==> config.mk <==
export PLATFORM = sky130hd
export DESIGN_NAME = tt_sum_capture_flat
export DESIGN_NICKNAME = d
export VERILOG_FILES = /design/src/rtl/tt_sum_pkg.sv /design/src/rtl/tt_sum_capture_if.sv /design/src/rtl/tt_sync_fifo.sv /design/src/rtl/tt_sum_capture.sv /design/src/flat_wrapper.sv
export SDC_FILE = /design/constraint.sdc
export NUM_CORES = 1
export LEC_CHECK = 0
export ABC_AREA = 1
export CORE_MARGIN = 2
export CORE_UTILIZATION = 48
export CTS_CLUSTER_SIZE = 30
export DETAILED_ROUTE_END_ITERATION = 16
export GPL_ROUTABILITY_DRIVEN = 0
export PLACE_DENSITY_LB_ADDON = 0.08
export SLEW_MARGIN = 20
export SYNTH_ARGS = -nofsm -noshare
export SYNTH_HDL_FRONTEND = slang
export SYNTH_HIERARCHICAL = 1
export SYNTH_SLANG_ARGS = --single-unit
==> constraint.sdc <==
create_clock -name clk -period 2.2 [get_ports clk]
set_clock_uncertainty 0.2 [all_clocks]
set_input_delay 0.44 -clock clk [delete_from_list [all_inputs] [get_ports clk]]
set_output_delay 0.44 -clock clk [all_outputs]
set_load 0.02 [all_outputs]
==> src/rtl/tt_sum_pkg.sv <==
// Shared constants and types for the adder-tile result path.
package tt_sum_pkg;

    localparam int SUM_W     = 8;
    localparam int CAP_DEPTH = 4;

    typedef logic [SUM_W-1:0] sum_t;

endpackage

==> src/rtl/tt_sum_capture_if.sv <==
// Valid/ready stream carrying captured result words to the consumer.
interface tt_sum_capture_if
    import tt_sum_pkg::*;
#(
    parameter int DATA_W = SUM_W
);

    logic [DATA_W-1:0] m_data;
    logic              m_valid;
    logic              m_ready;

    modport master (
        output m_data,
        output m_valid,
        input  m_ready
    );

    modport slave (
        input  m_data,
        input  m_valid,
        output m_ready
    );

endinterface

==> src/rtl/tt_sync_fifo.sv <==
// Small circular-buffer FIFO with occupancy counter and combinational head read.
module tt_sync_fifo
    import tt_sum_pkg::*;
#(
    parameter int DATA_W = SUM_W,
    parameter int DEPTH  = CAP_DEPTH
) (
    input  logic                     clk,
    input  logic                     rst,
    input  logic                     push,
    input  logic                     pop,
    input  logic                     clear,
    input  logic [DATA_W-1:0]        wr_data,
    output logic [DATA_W-1:0]        rd_data,
    output logic                     full,
    output logic                     empty,
    output logic [$clog2(DEPTH):0]   level
);

    localparam int PTR_W = $clog2(DEPTH);
    localparam int LVL_W = PTR_W + 1;

    logic [DATA_W-1:0] mem_q [DEPTH];

    logic [PTR_W-1:0] wr_ptr_q, wr_ptr_d;
    logic [PTR_W-1:0] rd_ptr_q, rd_ptr_d;
    logic [LVL_W-1:0] level_q,  level_d;

    logic push_ok;
    logic pop_ok;

    assign full    = (level_q == LVL_W'(DEPTH));
    assign empty   = (level_q == '0);
    assign level   = level_q;
    assign rd_data = mem_q[rd_ptr_q];

    // A push into a full FIFO is only legal when the head leaves in the same cycle.
    assign push_ok = push && (!full || pop) && !clear;
    assign pop_ok  = pop && !empty && !clear;

    always_comb begin
        wr_ptr_d = wr_ptr_q;
        rd_ptr_d = rd_ptr_q;
        level_d  = level_q;
        if (clear) begin
            wr_ptr_d = '0;
            rd_ptr_d = '0;
            level_d  = '0;
        end else begin
            if (push_ok) begin
                wr_ptr_d = wr_ptr_q + PTR_W'(1);
            end
            if (pop_ok) begin
                rd_ptr_d = rd_ptr_q + PTR_W'(1);
            end
            case ({push_ok, pop_ok})
                2'b10:   level_d = level_q + LVL_W'(1);
                2'b01:   level_d = level_q - LVL_W'(1);
                default: level_d = level_q;
            endcase
        end
    end

    always_ff @(posedge clk or posedge rst) begin
        if (rst) begin
            wr_ptr_q <= '0;
            rd_ptr_q <= '0;
            level_q  <= '0;
        end else begin
            wr_ptr_q <= wr_ptr_d;
            rd_ptr_q <= rd_ptr_d;
            level_q  <= level_d;
        end
    end

    // Storage carries no reset so it can map onto distributed RAM.
    always_ff @(posedge clk) begin
        if (push_ok) begin
            mem_q[wr_ptr_q] <= wr_data;
        end
    end

endmodule

==> src/rtl/tt_sum_capture.sv <==
// Captures the half-rate adder result bus on strobe falling edges into a FIFO.
// Define TT_SUM_CAPTURE_PARITY_EN to add even-parity checking (par_in / par_err).
module tt_sum_capture
    import tt_sum_pkg::*;
#(
    parameter int DATA_W = SUM_W,
    parameter int DEPTH  = CAP_DEPTH
) (
    input  logic                    clk,
    input  logic                    rst,
    input  logic                    strobe_in,
    input  logic [DATA_W-1:0]       data_in,
    input  logic                    clear,
`ifdef TT_SUM_CAPTURE_PARITY_EN
    input  logic                    par_in,
    output logic                    par_err,
`endif
    tt_sum_capture_if.master        m_if,
    output logic [$clog2(DEPTH):0]  level,
    output logic                    overflow
);

    logic strobe_q,   strobe_d;
    logic overflow_q, overflow_d;

    logic cap;
    logic par_ok;
    logic pop;
    logic want_push;
    logic push;
    logic drop;
    logic fifo_full;
    logic fifo_empty;

`ifdef TT_SUM_CAPTURE_PARITY_EN
    logic par_err_q, par_err_d;

    assign par_ok  = ~(^{data_in, par_in});
    assign par_err = par_err_q;

    always_comb begin
        par_err_d = par_err_q;
        if (clear) begin
            par_err_d = 1'b0;
        end else if (cap && !par_ok) begin
            par_err_d = 1'b1;
        end
    end

    always_ff @(posedge clk or posedge rst) begin
        if (rst) begin
            par_err_q <= 1'b0;
        end else begin
            par_err_q <= par_err_d;
        end
    end
`else
    assign par_ok = 1'b1;
`endif

    // The producer changes its bus after the strobe rises, so the fall sees stable data.
    assign cap       = strobe_q && !strobe_in;
    assign pop       = m_if.m_valid && m_if.m_ready;
    assign want_push = cap && par_ok;
    assign push      = want_push && (!fifo_full || pop);
    assign drop      = want_push && fifo_full && !pop;

    always_comb begin
        strobe_d   = strobe_in;
        overflow_d = overflow_q;
        if (clear) begin
            overflow_d = 1'b0;
        end else if (drop) begin
            overflow_d = 1'b1;
        end
    end

    always_ff @(posedge clk or posedge rst) begin
        if (rst) begin
            strobe_q   <= 1'b0;
            overflow_q <= 1'b0;
        end else begin
            strobe_q   <= strobe_d;
            overflow_q <= overflow_d;
        end
    end

    tt_sync_fifo #(
        .DATA_W (DATA_W),
        .DEPTH  (DEPTH)
    ) u_fifo (
        .clk     (clk),
        .rst     (rst),
        .push    (push),
        .pop     (pop),
        .clear   (clear),
        .wr_data (data_in),
        .rd_data (m_if.m_data),
        .full    (fifo_full),
        .empty   (fifo_empty),
        .level   (level)
    );

    assign m_if.m_valid = !fifo_empty;
    assign overflow     = overflow_q;

endmodule

==> src/flat_wrapper.sv <==
// flat-port wrapper written by rule: the top's interface ports become plain ports
module tt_sum_capture_flat import tt_sum_pkg::*;
#(
    parameter int DATA_W = SUM_W,
    parameter int DEPTH  = CAP_DEPTH
)
  (clk, rst, strobe_in, data_in, clear, level, overflow, m_if_m_data, m_if_m_valid, m_if_m_ready);
  tt_sum_capture_if #(.DATA_W(DATA_W)) m_if_i ();
  input  logic clk;
  input  logic rst;
  input  logic strobe_in;
  input  logic [DATA_W-1:0] data_in;
  input  logic clear;
  output logic [$clog2(DEPTH):0] level;
  output logic overflow;
  output wire logic [$bits(m_if_i.m_data)-1:0] m_if_m_data;
  output wire logic [$bits(m_if_i.m_valid)-1:0] m_if_m_valid;
  input wire logic [$bits(m_if_i.m_ready)-1:0] m_if_m_ready;
  assign m_if_m_data = m_if_i.m_data;
  assign m_if_m_valid = m_if_i.m_valid;
  assign m_if_i.m_ready = m_if_m_ready;
  tt_sum_capture #(.DATA_W(DATA_W), .DEPTH(DEPTH)) u_core (.clk(clk), .rst(rst), .strobe_in(strobe_in), .data_in(data_in), .clear(clear), .m_if(m_if_i), .level(level), .overflow(overflow));
endmodule
# After elaboration in Yosys (flattened, before gate mapping)
# Memories as Yosys holds them, arrays and structs flattened.
# Index checks and enable logic that the tools add are counted.
[word_totals]
n_memories = 1
word_cells = 43
inputBits = 13
regBits = 9
ramBits = 32
[op_classes]
n_reduce_logical = 20
add_sub_neg = 4
eq_ne = 3
n_mux = 10
[memory_table]
columns = ["memory", "depth", "word_bits", "read_ports", "rd_clocked_by_memory_dff", "write_ports", "line_no", "source"]
rows = [
  ["u_core.u_fifo.mem_q", 4, 8, 1, 0, 1, "tt_sync_fifo.sv:23", "logic [DATA_W-1:0] mem_q [DEPTH];"],
]
[op_table]
columns = ["operator", "count"]
rows = [
  ["$logic_and A1 B1 Y1", 9],
  ["$mux W2", 4],
  ["$pmux W3 S2", 1],
  ["$reduce_bool A2 Y1", 3],
  ["$logic_not A1 Y1", 5],
  ["$add A2 B1 Y2 const B", 2],
  ["$mux W1", 4],
  ["$add A3 B1 Y3 const B", 1],
  ["$eq A3 B3 Y1 const B", 1],
  ["$logic_not A3 Y1", 1],
  ["$mux W3", 1],
  ["$reduce_bool A3 Y1", 1],
  ["$sub A3 B1 Y3 const B", 1],
  ["$eq A2 B1 Y1 const B", 1],
  ["$eq A2 B2 Y1 const B", 1],
  ["$logic_or A1 B1 Y1", 1],
]

# Longest topological paths before layout
[depth]
depth_word = 10
depth_mapped = 16

# By module
# Netlist, hierarchy kept.
[by_module_without_submodules]
columns = ["module", "instances", "area_per_inst_um2", "cells_each", "seq_area_each_um2"]
rows = [
  ["tt_sync_fifo", 1, 1687.9, 145, 1136.1],
  ["tt_sum_capture", 1, 117.6, 12, 50.0],
]

# Least setup slack after synthesis
# OpenSTA, ideal clock, no wires.
[synth_timing]
path_kind = "register -> register"
startpoint = "register u_core.u_fifo.level_q[0] (netlist: u_core/u_fifo/level[0])"
endpoint = "register u_core.u_fifo.level_q[2] (netlist: u_core/u_fifo/level[2])"
slack_ps = -296
path_stages_with_launch = 17
path_buffers = 0
period_less_slack_ps = 2496
setup_time_ps = 117
arrival_ps = 2179
cell_sequence = "dfrtp_1 > nor2_4 > nand2_4 > inv_1 > inv_2 > nand2_4 > a21boi_1 > inv_1 > nand4_2 > inv_2 > fa_1 > xnor2_1 > inv_1 > nand2_1 > nand2_1 > nand2_1 > nand2_1"
[synth_between]
elab_chain_cells = 10
[synth_rtl]
columns = ["element", "line_no", "source"]
rows = [
  ["start, declared", "tt_sync_fifo.sv:27", "logic [LVL_W-1:0] level_q, level_d;"],
  ["start signal, assigned", "tt_sync_fifo.sv:72", "level_q <= level_d;"],
  ["$logic_not A3 Y1 (*)", "tt_sync_fifo.sv:33", "assign empty = (level_q == '0);"],
  ["net u_core.fifo_empty", "tt_sum_capture.sv:33", "logic fifo_empty;"],
  ["$logic_not A1 Y1 (*)", "tt_sum_capture.sv:104", "assign m_if.m_valid = !fifo_empty;"],
  ["net m_if_m_valid", "flat_wrapper.sv:17", "output wire logic [$bits(m_if_i.m_valid)-1:0] m_if_m_valid;"],
  ["$logic_and A1 B1 Y1 (*)", "tt_sum_capture.sv:63", "assign pop = m_if.m_valid && m_if.m_ready;"],
  ["$logic_or A1 B1 Y1 (*)", "tt_sum_capture.sv:65", "assign push = want_push && (!fifo_full || pop);"],
  ["$logic_and A1 B1 Y1 (*)", "tt_sum_capture.sv:65", ""],
  ["net u_core.push", "tt_sum_capture.sv:30", "logic push;"],
  ["$logic_and A1 B1 Y1 (*) (2 in a row)", "tt_sync_fifo.sv:38", "assign push_ok = push && (!full || pop) && !clear;"],
  ["$eq A2 B1 Y1 or $eq A2 B2 Y1 (tied branches)", "tt_sync_fifo.sv:56", "case ({push_ok, pop_ok})"],
  ["$pmux W3 S2", "tt_sync_fifo.sv:56", ""],
  ["$mux W3", "tt_sync_fifo.sv:45", "if (clear) begin"],
]
# The timed path passes the listed nets; every way through them passes the cells marked *.
# A chain may end at the register's enable or synchronous reset.

# Worst setup path after layout
[layout_timing]
startpoint = "input port m_if_m_ready"
endpoint = "register u_core.u_fifo.level_q[2] (netlist: u_core/u_fifo/level[2])"
[layout_between]
elab_chain_cells = 8
[layout_rtl]
columns = ["element", "line_no", "source"]
rows = [
  ["start, declared", "flat_wrapper.sv:18", "input wire logic [$bits(m_if_i.m_ready)-1:0] m_if_m_ready;"],
  ["$logic_and A1 B1 Y1 (*)", "tt_sum_capture.sv:63", ""],
  ["$logic_or A1 B1 Y1 (*)", "tt_sum_capture.sv:65", ""],
  ["$logic_and A1 B1 Y1 (*)", "tt_sum_capture.sv:65", ""],
  ["net u_core.push", "tt_sum_capture.sv:30", ""],
  ["$logic_and A1 B1 Y1 (*) (2 in a row)", "tt_sync_fifo.sv:38", ""],
  ["$eq A2 B1 Y1 or $eq A2 B2 Y1 (tied branches)", "tt_sync_fifo.sv:56", ""],
  ["$pmux W3 S2", "tt_sync_fifo.sv:56", ""],
  ["$mux W3", "tt_sync_fifo.sv:45", ""],
]
# Marks and branches as above.

==> impl_metrics.sql <==
INSERT INTO impl_metrics (metric_group, metric, value, unit) VALUES
('routing', 'route.detailed.vias_per_inst', '4.89', ''),
('setup_path', 'critical_path.most_common_cell', 'sky130_fd_sc_hd__nand2_1', ''),
('setup_path', 'cp-end-kind', 'flop', ''),
('clock_network', 'cts.clk_slew.worst_paths', '70', 'ps'),
('outcome', 'violations', 'negative setup slack', ''),
('layout', 'layout.area.seq', '1190', 'sq um'),
('synth', 'synth_simple_gate_area_share', '14.5', '%'),
('layout', 'mostFrequentLayoutCell', 'sky130_fd_sc_hd__edfxtp_1', ''),
('floorplanning', 'placement_rows', '22', ''),
('synth', 'synth_compound_gate_area_share', '9.22', '%'),
('placement', 'placement.io_buffers', '25', ''),
('setup_path', 'crit_path_top_delay_cell', 'sky130_fd_sc_hd__clkdlybuf4s50_1', ''),
('synth', 'dominant_combinational_cell_family_by_area_after_synthesis', 'simple AND/OR/NAND/NOR gates', ''),
('power', 'power.share.sequential', '50.4', '%'),
('sta', 'fin_crit_sh', '101', '%'),
('job', 'drv.max_cap_violation_count', '0', ''),
('floorplanning', 'die_outline_area', '4270', 'sq um'),
('synth', 'synth.net_count', '175', ''),
('global_routing', 'first_global_vias', '1306', ''),
('clock_network', 'clkSinkCount', '41', ''),
('clock_network', 'cts_hold_buffers', '0', ''),
('sta', 'hold_violations', '0', ''),
('synth', 'syn_inst', '157', ''),
('clock_network', 'cts.root.buffer_cell', 'sky130_fd_sc_hd__clkbuf_8', ''),
('clock_network', 'cts_max_level', '2', ''),
('floorplanning', 'placeableCoreArea', '3630', 'sq um'),
('global_routing', 'grt_max_degree', '13', ''),
('routing', 'wl_per_cell', '14.0', 'um'),
('power', 'swShare', '23.9', '%'),
('routing', 'drt_iter0_drc', '70', ''),
('hold_path', 'worstHoldPathType', 'in2async', ''),
('sta', 'pin_slew_with_the_least_headroom_to_its_limit', '305', 'ps'),
('outcome', 'outcome', 'finished with violations', ''),
('power', 'powerDensity', '710', 'nW/um^2'),
('setup_path', 'setup.worst_path.start_class', 'input port', ''),
('power', 'internal-power', '1310', 'uW'),
('layout', 'insertedDiodeCount', '0', ''),
('sta', 'finalHoldWorstSlack', '138', 'ps'),
('power', 'p_clk_share', '33.1', '%'),
('sta', 'slew_viol_final', '0', ''),
('setup_path', 'worstSetupPathType', 'in2reg', ''),
('sta', 'timing.max_slew.rel_slack', '79.6', '%'),
('clock_network', 'clock_tree_from_tritoncts', 'yes', ''),
('placement', 'placement.setup.worst_slack', '-419', 'ps'),
('sta', 'setup_viol_count_final', '1', ''),
('setup_path', 'worstPathRequired', '2180', 'ps'),
('routing', 'total_wirelength', '3690', 'um'),
('floorplanning', 'die_h', '65.3', 'um'),
('synth', 'synth_xor_xnor_area_share', '0.970', '%'),
('global_routing', 'grt_first_pass_wirelength', '6130', 'um'),
('routing', 'detail_route.first_pass.iterations', '4', ''),
('sta', 'worst_setup_slack_final', '-19.0', 'ps'),
('routing', 'remaining_antenna_violation_count', '0', ''),
('synth', 'ffs_latches_synth', '41', ''),
('routing', 'drt_drc_violations_left', '0', ''),
('power', 'irDropWorstVdd', '0.517', 'mV'),
('layout', 'mostFrequentLayoutCells', '32 x sky130_fd_sc_hd__edfxtp_1, 29 x sky130_fd_sc_hd__buf_4, 22 x sky130_fd_sc_hd__nor2_1', ''),
('sta', 'setup_total_neg_slack', '-19.0', 'ps'),
('global_routing', 'grt_overflow_total', '0', ''),
('global_routing', 'initial_antenna_violation_count', '0', ''),
('power', 'cellLeakagePower', '0.00101', 'uW'),
('setup_path', 'critical-path-top-delay-family', 'buffers and inverters', ''),
('floorplanning', 'design.portCount', '26', ''),
('layout', 'multiInputGateArea', '558', 'sq um'),
('layout', 'layout.nets', '233', ''),
('floorplanning', 'starting_density', '49.7', '%'),
('clock_network', 'clock_latency_of_the_later_clocked_register_in_the_worst_skew_pair', '290', 'ps'),
('setup_path', 'chain_of_cells_forming_the_critical_path', 'clkdlybuf4s50_1 -> nand2_4 -> a21boi_4 -> inv_1 -> nand4_2 -> inv_2 -> fa_2 -> xnor2_2 -> inv_1 -> nand2_1 -> nand2_1 -> nand2_1 -> nand2_1', ''),
('synth', 'synth.yosys.seq_area_share', '65.7', '%'),
('sta', 'grt_setup_unrepaired', 'yes', ''),
('power', 'netSwitchingPower', '413', 'uW');
==> what timing repair did <==
action	4_1_cts	5_1_grt
endpoints found under the hold margin	0	0
pin swaps	1	0
setup buffers	3	0
cloned	0	0
setup endpoints to repair	10	26
resized for setup	15	22
==> worst reg2reg max path: cells and delay by family (launching register included) <==
| family | cells | cell delay [ps] |
|---|---|---|
| simple gates | 8 | 530 |
| flops | 1 | 410 |
| buf+inv | 5 | 290 |
| compound gates | 1 | 140 |
| xor+xnor | 1 | 160 |
| fa+ha+maj | 1 | 350 |
==> final cells by class <==
| type | instances | share of cell area (%) |
|---|---|---|
| flip-flops and latches | 41 | 49.0 |
| inverters | 23 | 3.56 |
| clock buffers | 6 | 2.99 |
| repair buffers | 54 | 17.5 |
| well taps | 48 | 2.48 |
| multi-input cells | 90 | 23.0 |
| clock inverters | 2 | 1.39 |
==> kinds of logic after synthesis <==
| kind of cell | count (synthesis) |
|---|---|
| compound gates | 30 |
| buf+inv | 26 |
| flops | 41 |
| xor+xnor | 2 |
| fa+ha+maj | 5 |
| simple gates | 53 |
==> worst paths after layout <==
path	start	slack (ps)	to
setup reg to reg	u_core/u_fifo/level[0]	10	u_core/u_fifo/level[2]
setup / recovery	m_if_m_ready	-20	u_core/u_fifo/level[2]
min in group clk	strobe_in	270	u_core/strobe_q
hold / removal	rst	140	u_core/overflow
max in group asynchronous	rst	1320	u_core/u_fifo/level[1]
hold reg to reg	u_core/u_fifo/wr_ptr_q[0]	330	u_core/u_fifo/wr_ptr_q[0]
==> routing by layer <==
metal  routed length, um  part of all wire (%)  track usage, %
met2                1840                    50            30.0
met4                  23                  0.62            7.55
met5                   0                     0               0
met3                 181                   4.9            6.16
met1                1650                    45            26.4
==> power groups by stage <==
stage,clock network (uW),logic (uW),registers (uW)
2_1_floorplan,0,134,894
3_3_place_gp,0,273,886
3_5_place_dp,0,279,887
4_1_cts,587,282,868
5_1_grt,622,313,870
6_report,571,284,868
==> cells in the mapped netlist <==
| library cell | n | area [sq um] |
|---|---|---|
| sky130_fd_sc_hd__edfxtp_1 | 32 | 961 |
| sky130_fd_sc_hd__nor2_1 | 25 | 93.8 |
| sky130_fd_sc_hd__inv_1 | 19 | 71.3 |
| sky130_fd_sc_hd__o21ai_0 | 16 | 80.1 |
| sky130_fd_sc_hd__nand2_1 | 13 | 48.8 |
| sky130_fd_sc_hd__dfrtp_1 | 9 | 225 |
| sky130_fd_sc_hd__o22ai_1 | 8 | 50.1 |
| sky130_fd_sc_hd__nand3_1 | 5 | 25.0 |
| sky130_fd_sc_hd__ha_1 | 4 | 50.1 |
| sky130_fd_sc_hd__inv_2 | 4 | 15.0 |
| sky130_fd_sc_hd__a21oi_1 | 2 | 10.0 |
| sky130_fd_sc_hd__buf_2 | 2 | 10.0 |
| sky130_fd_sc_hd__nand2_4 | 2 | 22.5 |
| sky130_fd_sc_hd__nand3_2 | 2 | 20.0 |
| sky130_fd_sc_hd__nor2_4 | 2 | 22.5 |
| sky130_fd_sc_hd__nor3_1 | 2 | 10.0 |
| sky130_fd_sc_hd__o21ai_1 | 2 | 10.0 |
| sky130_fd_sc_hd__a21boi_1 | 1 | 7.51 |
| sky130_fd_sc_hd__a21oi_2 | 1 | 8.76 |
| sky130_fd_sc_hd__buf_4 | 1 | 7.51 |
| sky130_fd_sc_hd__fa_1 | 1 | 20.0 |
| sky130_fd_sc_hd__nand2_2 | 1 | 6.26 |
| sky130_fd_sc_hd__nand4_2 | 1 | 12.5 |
| sky130_fd_sc_hd__xnor2_1 | 1 | 8.76 |
| sky130_fd_sc_hd__xor2_1 | 1 | 8.76 |
==> metrics by stage <==
step,power [uW],cell area (sq um),utilization (%),cells
after CTS,1740,2440,67.2,264
after detailed placement,1170,2300,63.4,253
final,1720,2430,66.8,264
after floorplan,1030,1820,-,157
after global placement,1160,2300,63.4,253
after global routing,1800,2430,66.8,264
==> sequential cells by signal, indices dropped and copies added (netlist names) <==
name and count:
u_core/u_fifo/mem_q 32, u_core/overflow 1, u_core/u_fifo/rd_ptr_q 2, u_core/strobe_q 1, u_core/u_fifo/level 3, u_core/u_fifo/wr_ptr_q 2
Note: power is estimated with default switching activity, not from simulation.
==> RTL edit (config.mk and constraints unchanged) <==
Set the package constant `CAP_DEPTH` to 2 (it was 4).
--- a/src/rtl/tt_sum_pkg.sv
+++ b/src/rtl/tt_sum_pkg.sv
@@ -2,7 +2,7 @@
 package tt_sum_pkg;
 
     localparam int SUM_W     = 8;
-    localparam int CAP_DEPTH = 4;
+    localparam int CAP_DEPTH = 2;
 
     typedef logic [SUM_W-1:0] sum_t;
 
Ports: changed (resized level); port bits go from 26 to 25. No check against the original RTL was run, so the function may have changed too.
==> RTL edit against the original RTL <==
Sequential cell count is 19 lower; setup slack better by 0.19 ns; count of clock-buffer cells in the layout is 2 lower; final area is 46% lower; combinational power is 56% lower; synthesized area is 47% lower; clock power is 62% lower; total power is 53% lower; via count is 42% lower; routed wire length is 50% lower; critical path type is now reg2out; critical endpoint is now level[0]; highest routed layer unchanged.
==> RTL edit: results (changes against the original RTL) <==
| Metric | Value |
|---|---|
| FFs w/ async S/R, synth | `27.3% (+5.3 points)` |
| First DRT Iteration DRCs | `13 (-81%)` |
| H-tree depth | `1 (-1)` |
| R2R cell count | `9 (-7)` |
| Total routed wirelength | `1840 um (-50%)` |
| Placed cell count | `148 (-42%)` |
| Crit path largest cell delay | `0.64 ns (+0.14 ns)` |
| Register area share after synthesis | `65.4% (-0.33 points)` |
| Port Buffer Count | `24 (-4.0%)` |
| Post-layout nets | `139 (-40%)` |
| Static Leak | `0.584 nW (-42%)` |
| Routed length per instance | `12.1 um (-13%)` |
| Worst hold path type | `in2async` |
| CP Max Fanout | `5 (+2)` |
| Max FFs per register | `16 (-50%)` |
| Reg2reg end | `u_core/u_fifo/mem_q[1][5]$_DFFE_PP_` |
| Synth top cells by count | `nand2_1 (33), edfxtp_1 (16), inv_1 (8)` |
| Outcome | `completed` |
| Synth area leaders | `edfxtp_1 (50%), dfrtp_1 (16%), nand2_1 (13%)` |
| Vias in the first global route | `761 (-42%)` |
| Switch share | `23.8% (-0.098 points)` |
| Via count | `749 (-42%)` |
| Final Core Density | `67.9% (+1.1 points)` |
| Post-synth cell types | `19 (-24%)` |
| TNS Setup | `0 ns (+0.0190 ns)` |
| Met3 Use GR | `3.07% (-3.1 points)` |
| Setup CP Type | `reg2out` |
| CTS buffer count | `3 (-2)` |
| Dpl hpwl | `1390 um (-47%)` |
| Aggregate global-route resource usage | `16.9% (-2.7 points)` |
| # fillers | `165 (-44%)` |
| GRT met1 Usage | `18.1% (-8.3 points)` |
| Hold_ws | `0.109 ns (-0.0284 ns)` |
| Layout cells sized above 1 | `20.0% (-12 points)` |
| First-pass GRT wire length | `3040 um (-50%)` |
| Worst-Margin Slew | `0.217 ns (-0.0885 ns)` |
| Maximum VDD drop | `0.000418 V (-19%)` |
| Place WS | `-0.00302 ns (+0.416 ns)` |
| Root buffer cell | `clkbuf_4` |
| Post-Syn Instances | `92 (-41%)` |
| GR Util met2 | `31.1% (+1.1 points)` |
| Post-synth net total | `105 (-40%)` |
| Cell area after placement | `0.00128 mm2 (-44%)` |
## RTL edit: cell types whose count changed in the layout (fill, tap and decap cells not counted), moves of 8 or more
cell | unedited run | this run
nand2_1 | 12 | 33
o22ai_1 | 8 | 0
nor2_1 | 22 | 2
o21ai_0 | 16 | 0
inv_1 | 17 | 8
buf_4 | 29 | 6
edfxtp_1 | 32 | 16
## RTL edit: kinds of logic after synthesis
| kind of cell | after synthesis | synth area share, % |
|---|---|---|
| flip-flops | 22 | 65.4 |
| AO/OA/AOI/OAI | 5 | 3.24 |
| AND/OR/NAND/NOR | 50 | 25.2 |
| buffers and inverters | 15 | 6.23 |
## RTL edit: cell type report
| cell class | count | share of cell area [%] |
|---|---|---|
| Sequential cell | 22 | 48.4 |
| Multi-Input combinational cell | 55 | 21.0 |
| Timing Repair Buffer | 30 | 21.0 |
| Inverter | 14 | 4.22 |
| Clock buffer | 4 | 2.78 |
| Tap cell | 27 | 2.59 |
## RTL edit: worst max path at each step
stage                                                     end  slack (ns)  depth (start not counted)
after global routing                             m_if_m_valid        0.10                          5
after detailed placement  u_core/u_fifo/mem_q[1][4]$_DFFE_PP_      -0.003                          6
after global placement    u_core/u_fifo/mem_q[1][4]$_DFFE_PP_        0.06                          6
after floorplan           u_core/u_fifo/mem_q[1][0]$_DFFE_PP_       -0.06                          8
final                                                level[0]        0.17                          1
after CTS                                            level[0]        0.16                          1
## RTL edit: per-layer routing
| layer | vias up | part of all wire [%] |
|---|---|---|
| met5 | - | 0 |
| met2 | 26 | 55 |
| met4 | 0 | 0.81 |
| li1 | 368 | - |
| met1 | 353 | 40 |
| met3 | 2 | 4.0 |
## RTL edit: what timing repair did
item | CTS | global route
endpoints found under the hold margin | 0 | 0
gates resized for setup | 10 | 0
setup endpoints to repair | 9 | 0
buffers inserted | 0 | 0
## RTL edit: power groups by stage
| stage | Sequential [mW] | Clock, mW | Combinational (mW) |
|---|---|---|---|
| 4_1_cts | 0.467 | 0.223 | 0.125 |
| 3_3_place_gp | 0.476 | 0 | 0.129 |
| 6_report | 0.467 | 0.216 | 0.125 |
| 5_1_grt | 0.469 | 0.238 | 0.136 |
| 3_5_place_dp | 0.476 | 0 | 0.132 |
| 2_1_floorplan | 0.478 | 0 | 0.0613 |
